### config.mk
export PLATFORM = sky130hd
export DESIGN_NAME = piso_tx_ctrl
export DESIGN_NICKNAME = d
export VERILOG_FILES = /design/src/rtl/piso_tx_pkg.sv /design/src/rtl/piso_shift_reg.sv /design/src/rtl/piso_tx_ctrl.sv
export SDC_FILE = /design/constraint.sdc
export NUM_CORES = 1
export LEC_CHECK = 0
export CELL_PAD_IN_SITES_DETAIL_PLACEMENT = 0
export CELL_PAD_IN_SITES_GLOBAL_PLACEMENT = 1
export CORE_MARGIN = 5
export CORE_UTILIZATION = 30
export CTS_CLUSTER_SIZE = 8
export DETAILED_ROUTE_END_ITERATION = 8
export GPL_ROUTABILITY_DRIVEN = 1
export PLACE_DENSITY_LB_ADDON = 0.15
export SLEW_MARGIN = 5
export SYNTH_ARGS = -nofsm -noshare
export SYNTH_HDL_FRONTEND = slang
export SYNTH_SLANG_ARGS = --single-unit
### constraint.sdc
create_clock -name clk -period 1.4 [get_ports clk]
set_input_delay 0.35 -clock clk [delete_from_list [all_inputs] [get_ports clk]]
set_output_delay 0.35 -clock clk [all_outputs]
set_load 0.05 [all_outputs]
### src/rtl/piso_tx_pkg.sv
// Shared types and sizing helpers for the PISO transmit controller.
// Also holds the even-parity helper used when PISO_TX_CTRL_PARITY_EN is defined.
package piso_tx_pkg;

   typedef enum logic [1:0] {
      ST_IDLE  = 2'd0,
      ST_SHIFT = 2'd1,
      ST_GAP   = 2'd2
   } tx_state_e;

   localparam int DEF_WIDTH     = 32'sd4;
   localparam int DEF_GAP       = 32'sd1;
   localparam int DEF_MSB_FIRST = 32'sd1;

   // Counter width for a counter that must hold values 0..n-1, never narrower than one bit.
   function automatic int cnt_w(input int n);
      return (n < 32'sd2) ? 32'sd1 : $clog2(n);
   endfunction

   function automatic logic even_parity(input logic [63:0] word);
      return ^word;
   endfunction

endpackage

### src/rtl/piso_shift_reg.sv
// WIDTH-bit parallel-load shift register with zero fill; head is the next bit on the line.
// Shift direction follows MSB_FIRST.
module piso_shift_reg #(
   parameter int WIDTH     = 4,
   parameter bit MSB_FIRST = 1'b1
) (
   input  logic             clk,
   input  logic             rst,
   input  logic             load,
   input  logic             shift_en,
   input  logic [WIDTH-1:0] load_data,
   output logic             head
);

   logic [WIDTH-1:0] sreg_r;

   // Load has priority over shift; zeros fill in behind the departing bits.
   always_ff @(posedge clk) begin
      if (rst) begin
         sreg_r <= {WIDTH{1'b0}};
      end else if (load) begin
         sreg_r <= load_data;
      end else if (shift_en) begin
         if (MSB_FIRST) begin
            sreg_r <= {sreg_r[WIDTH-2:0], 1'b0};
         end else begin
            sreg_r <= {1'b0, sreg_r[WIDTH-1:1]};
         end
      end else begin
         sreg_r <= sreg_r;
      end
   end

   assign head = MSB_FIRST ? sreg_r[WIDTH-1] : sreg_r[0];

endmodule

### src/rtl/piso_tx_ctrl.sv
// Valid/ready parallel-in, serial-out transmitter: frames each word with strobe, last-bit and gap.
// Define PISO_TX_CTRL_PARITY_EN to append an even-parity bit to every frame.
module piso_tx_ctrl
   import piso_tx_pkg::*;
#(
   parameter int WIDTH     = DEF_WIDTH,
   parameter int GAP       = DEF_GAP,
   parameter int MSB_FIRST = DEF_MSB_FIRST
) (
   input  logic             clk,
   input  logic             rst,
   input  logic [WIDTH-1:0] in_data,
   input  logic             in_valid,
   output logic             in_ready,
   output logic             serial_out,
   output logic             serial_valid,
   output logic             last_bit,
   output logic             busy
);

`ifdef PISO_TX_CTRL_PARITY_EN
   localparam int FRAME_LEN = WIDTH + 32'sd1;
`else
   localparam int FRAME_LEN = WIDTH;
`endif
   localparam int CNT_W = cnt_w(WIDTH + 32'sd1);
   localparam int GAP_W = cnt_w(GAP + 32'sd1);
   localparam logic [CNT_W-1:0] CNT_LOAD = CNT_W'(FRAME_LEN - 32'sd1);
   localparam logic [GAP_W-1:0] GAP_LOAD = GAP_W'((GAP > 32'sd0) ? (GAP - 32'sd1) : 32'sd0);

   tx_state_e        state_r, state_s;
   logic [CNT_W-1:0] cnt_r, cnt_s;
   logic [GAP_W-1:0] gap_r, gap_s;
   logic             load_s, shift_s, head_s;
   logic             in_ready_r, busy_r, serial_valid_r, last_bit_r;

   piso_shift_reg #(
      .WIDTH     (WIDTH),
      .MSB_FIRST (MSB_FIRST != 32'sd0)
   ) u_shift_reg (
      .clk       (clk),
      .rst       (rst),
      .load      (load_s),
      .shift_en  (shift_s),
      .load_data (in_data),
      .head      (head_s)
   );

   // Next-state, counter and shift-register control decode.
   always_comb begin
      state_s = state_r;
      cnt_s   = cnt_r;
      gap_s   = gap_r;
      load_s  = 1'b0;
      shift_s = 1'b0;
      case (state_r)
         ST_IDLE: begin
            if (in_valid && in_ready_r) begin
               state_s = ST_SHIFT;
               cnt_s   = CNT_LOAD;
               load_s  = 1'b1;
            end else begin
               state_s = ST_IDLE;
            end
         end
         ST_SHIFT: begin
            shift_s = 1'b1;
            if (cnt_r == {CNT_W{1'b0}}) begin
               if (GAP > 32'sd0) begin
                  state_s = ST_GAP;
                  gap_s   = GAP_LOAD;
               end else begin
                  state_s = ST_IDLE;
               end
            end else begin
               cnt_s = cnt_r - {{(CNT_W-1){1'b0}}, 1'b1};
            end
         end
         ST_GAP: begin
            if (gap_r == {GAP_W{1'b0}}) begin
               state_s = ST_IDLE;
            end else begin
               gap_s = gap_r - {{(GAP_W-1){1'b0}}, 1'b1};
            end
         end
         default: begin
            state_s = ST_IDLE;
            cnt_s   = {CNT_W{1'b0}};
            gap_s   = {GAP_W{1'b0}};
         end
      endcase
   end

   // State, counters and status outputs; outputs are registered from the next state.
   always_ff @(posedge clk) begin
      if (rst) begin
         state_r        <= ST_IDLE;
         cnt_r          <= {CNT_W{1'b0}};
         gap_r          <= {GAP_W{1'b0}};
         in_ready_r     <= 1'b1;
         busy_r         <= 1'b0;
         serial_valid_r <= 1'b0;
         last_bit_r     <= 1'b0;
      end else begin
         state_r        <= state_s;
         cnt_r          <= cnt_s;
         gap_r          <= gap_s;
         in_ready_r     <= (state_s == ST_IDLE);
         busy_r         <= (state_s != ST_IDLE);
         serial_valid_r <= (state_s == ST_SHIFT);
         last_bit_r     <= (state_s == ST_SHIFT) && (cnt_s == {CNT_W{1'b0}});
      end
   end

`ifdef PISO_TX_CTRL_PARITY_EN
   logic parity_r;

   // Parity of the word captured at acceptance.
   always_ff @(posedge clk) begin
      if (rst) begin
         parity_r <= 1'b0;
      end else if (load_s) begin
         parity_r <= even_parity(64'(in_data));
      end else begin
         parity_r <= parity_r;
      end
   end

   // The shift register has emptied to zeros by the parity slot, so OR-ing is safe.
   assign serial_out = head_s | (last_bit_r & parity_r);
`else
   assign serial_out = head_s;
`endif

   assign in_ready     = in_ready_r;
   assign busy         = busy_r;
   assign serial_valid = serial_valid_r;
   assign last_bit     = last_bit_r;

endmodule

==> reports/qor.csv <==
stage,metric,value,unit
route,Detailed Routing Iterations Pass 1,4,
sta,Finish-stage setup viols,0,
clocking,"CTS clk-pin slew, worst paths",80,ps
sta,Hold Fails Final Rpt,0,
route,DR iter-0 viols,14,
pwr,maximum VDD drop,0.000983,V
synthesis,Synth Warn #,0,
min_path,HP Class,reg -> reg,
sta,Worst-Margin Slew,234,ps
pwr,P per Cell Area,1490,mW/mm²
sta,RSZ-0062 raised after global routing,no,
sta,Worst slew margin,84.3,%
route,# DRC,0,
place,"worst slack, placed",-361,ps
place,# port buffers,11,
setup_path,"Arr. time, crit path",1560,ps
sta,skew final,0.994,ps
global_routing,gr ovfl total,0,
place,RePlAce Congestion,0.732,
synthesis,syn_nets,68,
global_routing,first-pass GRT wire length,2050,µm
route,Top Metal Used,met4,
pwr,Final Total Pwr,1.30,mW
setup_path,worst-path fanout max,3,
global_routing,largest net degree at the start of global routing,9,
setup_path,data required time of the worst path,1610,ps
route,wire per inst,11.6,µm
job,max-cap violation count,0,
clocking,root buf cell,clkbuf_4,
synthesis,Compound-Gate Fraction of Synth Area,22.7,%
clocking,Post-CTS Setup Bufs,0,
clocking,CTS Hold Bufs,0,
clocking,CTS tree,yes,
global_routing,vias in the first global route,468,
route,via/cell ratio,4.59,
route,M1 WL,675,µm
setup_path,element type at the critical path end,register,
sta,final slew viol count,0,
layout,most frequent cells in the layout,"dfxtp_1, buf_4, clkdlybuf4s50_1",
layout,share of layout cells above drive strength 1,30.5,%
synthesis,sequential share of the synthesized area,45.0,%
route,DR WL met3,80,µm
route,Final ANT Viol Nets,0,
route,Routed WL,1250,µm
synthesis,Mapped Area,578,µm²
layout,ANT cells,0,
clocking,clock buffer depth,2,
floorplanning,Die Y,53.9,µm
synthesis,cells after synthesis,59,
floorplanning,die width,53.9,µm
floorplanning,Core Area,0.00178,mm²
global_routing,initial antenna violation count,0,
floorplanning,die footprint,0.00290,mm²
sta,post-route clock period utilization,96.8,%
synthesis,"Avg Cell Area, Syn",9.80,µm²
synthesis,multiplexer share of the synthesized area,3.46,%
layout,final-stage net count,92,
layout,"most common cell after layout, fill and taps aside",dfxtp_1,
outcome,status,"finished, final reports clean",
sta,final period demand of the worst path,1350,ps
route,met2 WL,465,µm
synthesis,"flops & latches, synth",13,
sta,Final WS setup,45.0,ps
route,vias after detailed routing,491,
clocking,clk sinks,13,
floorplanning,Ports,12,
clocking,Num CTS Buffers,3,
sta,fmax,738,MHz
place,HPWL after DPL,944,µm
global_routing,Tot GR Track Use,10.2,%
layout,Area Growth Syn to Fin,50.4,%
floorplanning,Starting Density,32.4,%
pwr,Lkg Pwr,0.356,nW
synthesis,XOR/XNOR Fraction of Synth Area,0,%
synthesis,simple-gate portion of the synthesized area,19.9,%
synthesis,Synth Area in Adders,4.33,%
synthesis,Synth cell types,24,
clocking,worst skew pair latency,270,ps
synthesis,main combinational cell family by area after synthesis,compound AO/OA/AOI/OAI gates,
floorplanning,Cell Rows,15,
clocking,H-Tree Depth,1,
setup_path,startpoint type of the worst setup path,input port,
setup_path,Crit Path Category,in -> reg,
==> logic make-up after synthesis <==
| logic type | after synthesis |
|---|---|
| adders and majority gates | 2 |
| DFF | 13 |
| and+or+nand+nor | 19 |
| AOI/OAI and AO/OA | 18 |
| buffers and inverters | 5 |
| muxes | 2 |
==> cells in the mapped netlist <==
master	count	area [µm²]
a32o_1	1	10.0
mux2i_1	2	20.0
nand3b_1	1	7.51
inv_1	4	15.0
o21ai_0	3	15.0
nand2_1	2	7.51
nor3_1	3	15.0
nand2b_1	1	6.26
a21bo_2	1	10.0
or4b_1	1	10.0
o22ai_1	1	6.26
o21a_1	3	22.5
nor4b_1	1	8.76
nor2_1	4	15.0
and3b_1	1	8.76
or3_2	1	7.51
buf_6	1	11.3
o221a_2	3	33.8
ha_1	2	25.0
a21oi_1	5	25.0
nor2b_1	1	6.26
o32ai_1	1	8.76
or2b_1	3	22.5
dfxtp_1	13	260
==> final timing paths <==
kind / from / end / slack (ps) / cells after the start
hold / removal: u_shift_reg.sreg_r[0] / u_shift_reg.sreg_r[0] / 490 / 2
setup reg to reg: cnt_r[0] / cnt_r[1] / 90 / 5
setup / recovery: in_valid / u_shift_reg.sreg_r[0] / 50 / 4
hold reg to reg: u_shift_reg.sreg_r[0] / u_shift_reg.sreg_r[0] / 490 / 2
==> per-stage QoR <==
stage               std cells  instance area (µm²)  hold slack [ps]  TNS (ps)  util, %
floorplan                  59                  582              419         0        -
global placement          103                  830              465     -2200     46.5
detailed placement        103                  830              473     -2050     46.5
CTS                       107                  860              485         0     48.2
global route              107                  870              523         0     48.8
finish                    107                  870              490         0     48.8
==> area by class of cell <==
type,count,area [µm²]
Clock buffer,4,26.3
Multi-Input combinational cell,41,305
Timing Repair Buffer,20,228
Inverter,4,15.0
Fill cell,174,913
Sequential cell,13,264
Tap cell,25,31.3
==> where the power goes <==
group          internal, mW  switching [mW]
clock                 0.110           0.122
sequential            0.438          0.0516
combinational         0.299           0.278
total                 0.847           0.451
==> layer usage <==
metal | global-route usage, % | up-vias
met5 | 0 | -
met1 | 13.4 | 205
met3 | 4.99 | 4
met4 | 6.38 | 0
li1 | - | 265
met2 | 12.9 | 17
==> critical path, stage by stage <==
cell and delay, ps:
clkdlybuf4s50_1 470, nand2_1 90, or4b_1 500, a21oi_1 150
==> sequential cells by signal, indices dropped and copies added (netlist names) <==
register and count:
busy 1, cnt_r 3, in_ready 1, last_bit 1
serial_valid 1, state_r 2, u_shift_reg.sreg_r 4
==> repair_timing <==
| item | CTS | global route |
|---|---|---|
| setup endpoints to repair | 3 | 1 |
| pin swaps | 0 | 0 |
| gates resized for setup | 1 | 2 |
| hold endpoints to repair | 0 | 0 |
No activity file was read; power rests on OpenSTA's default activity.
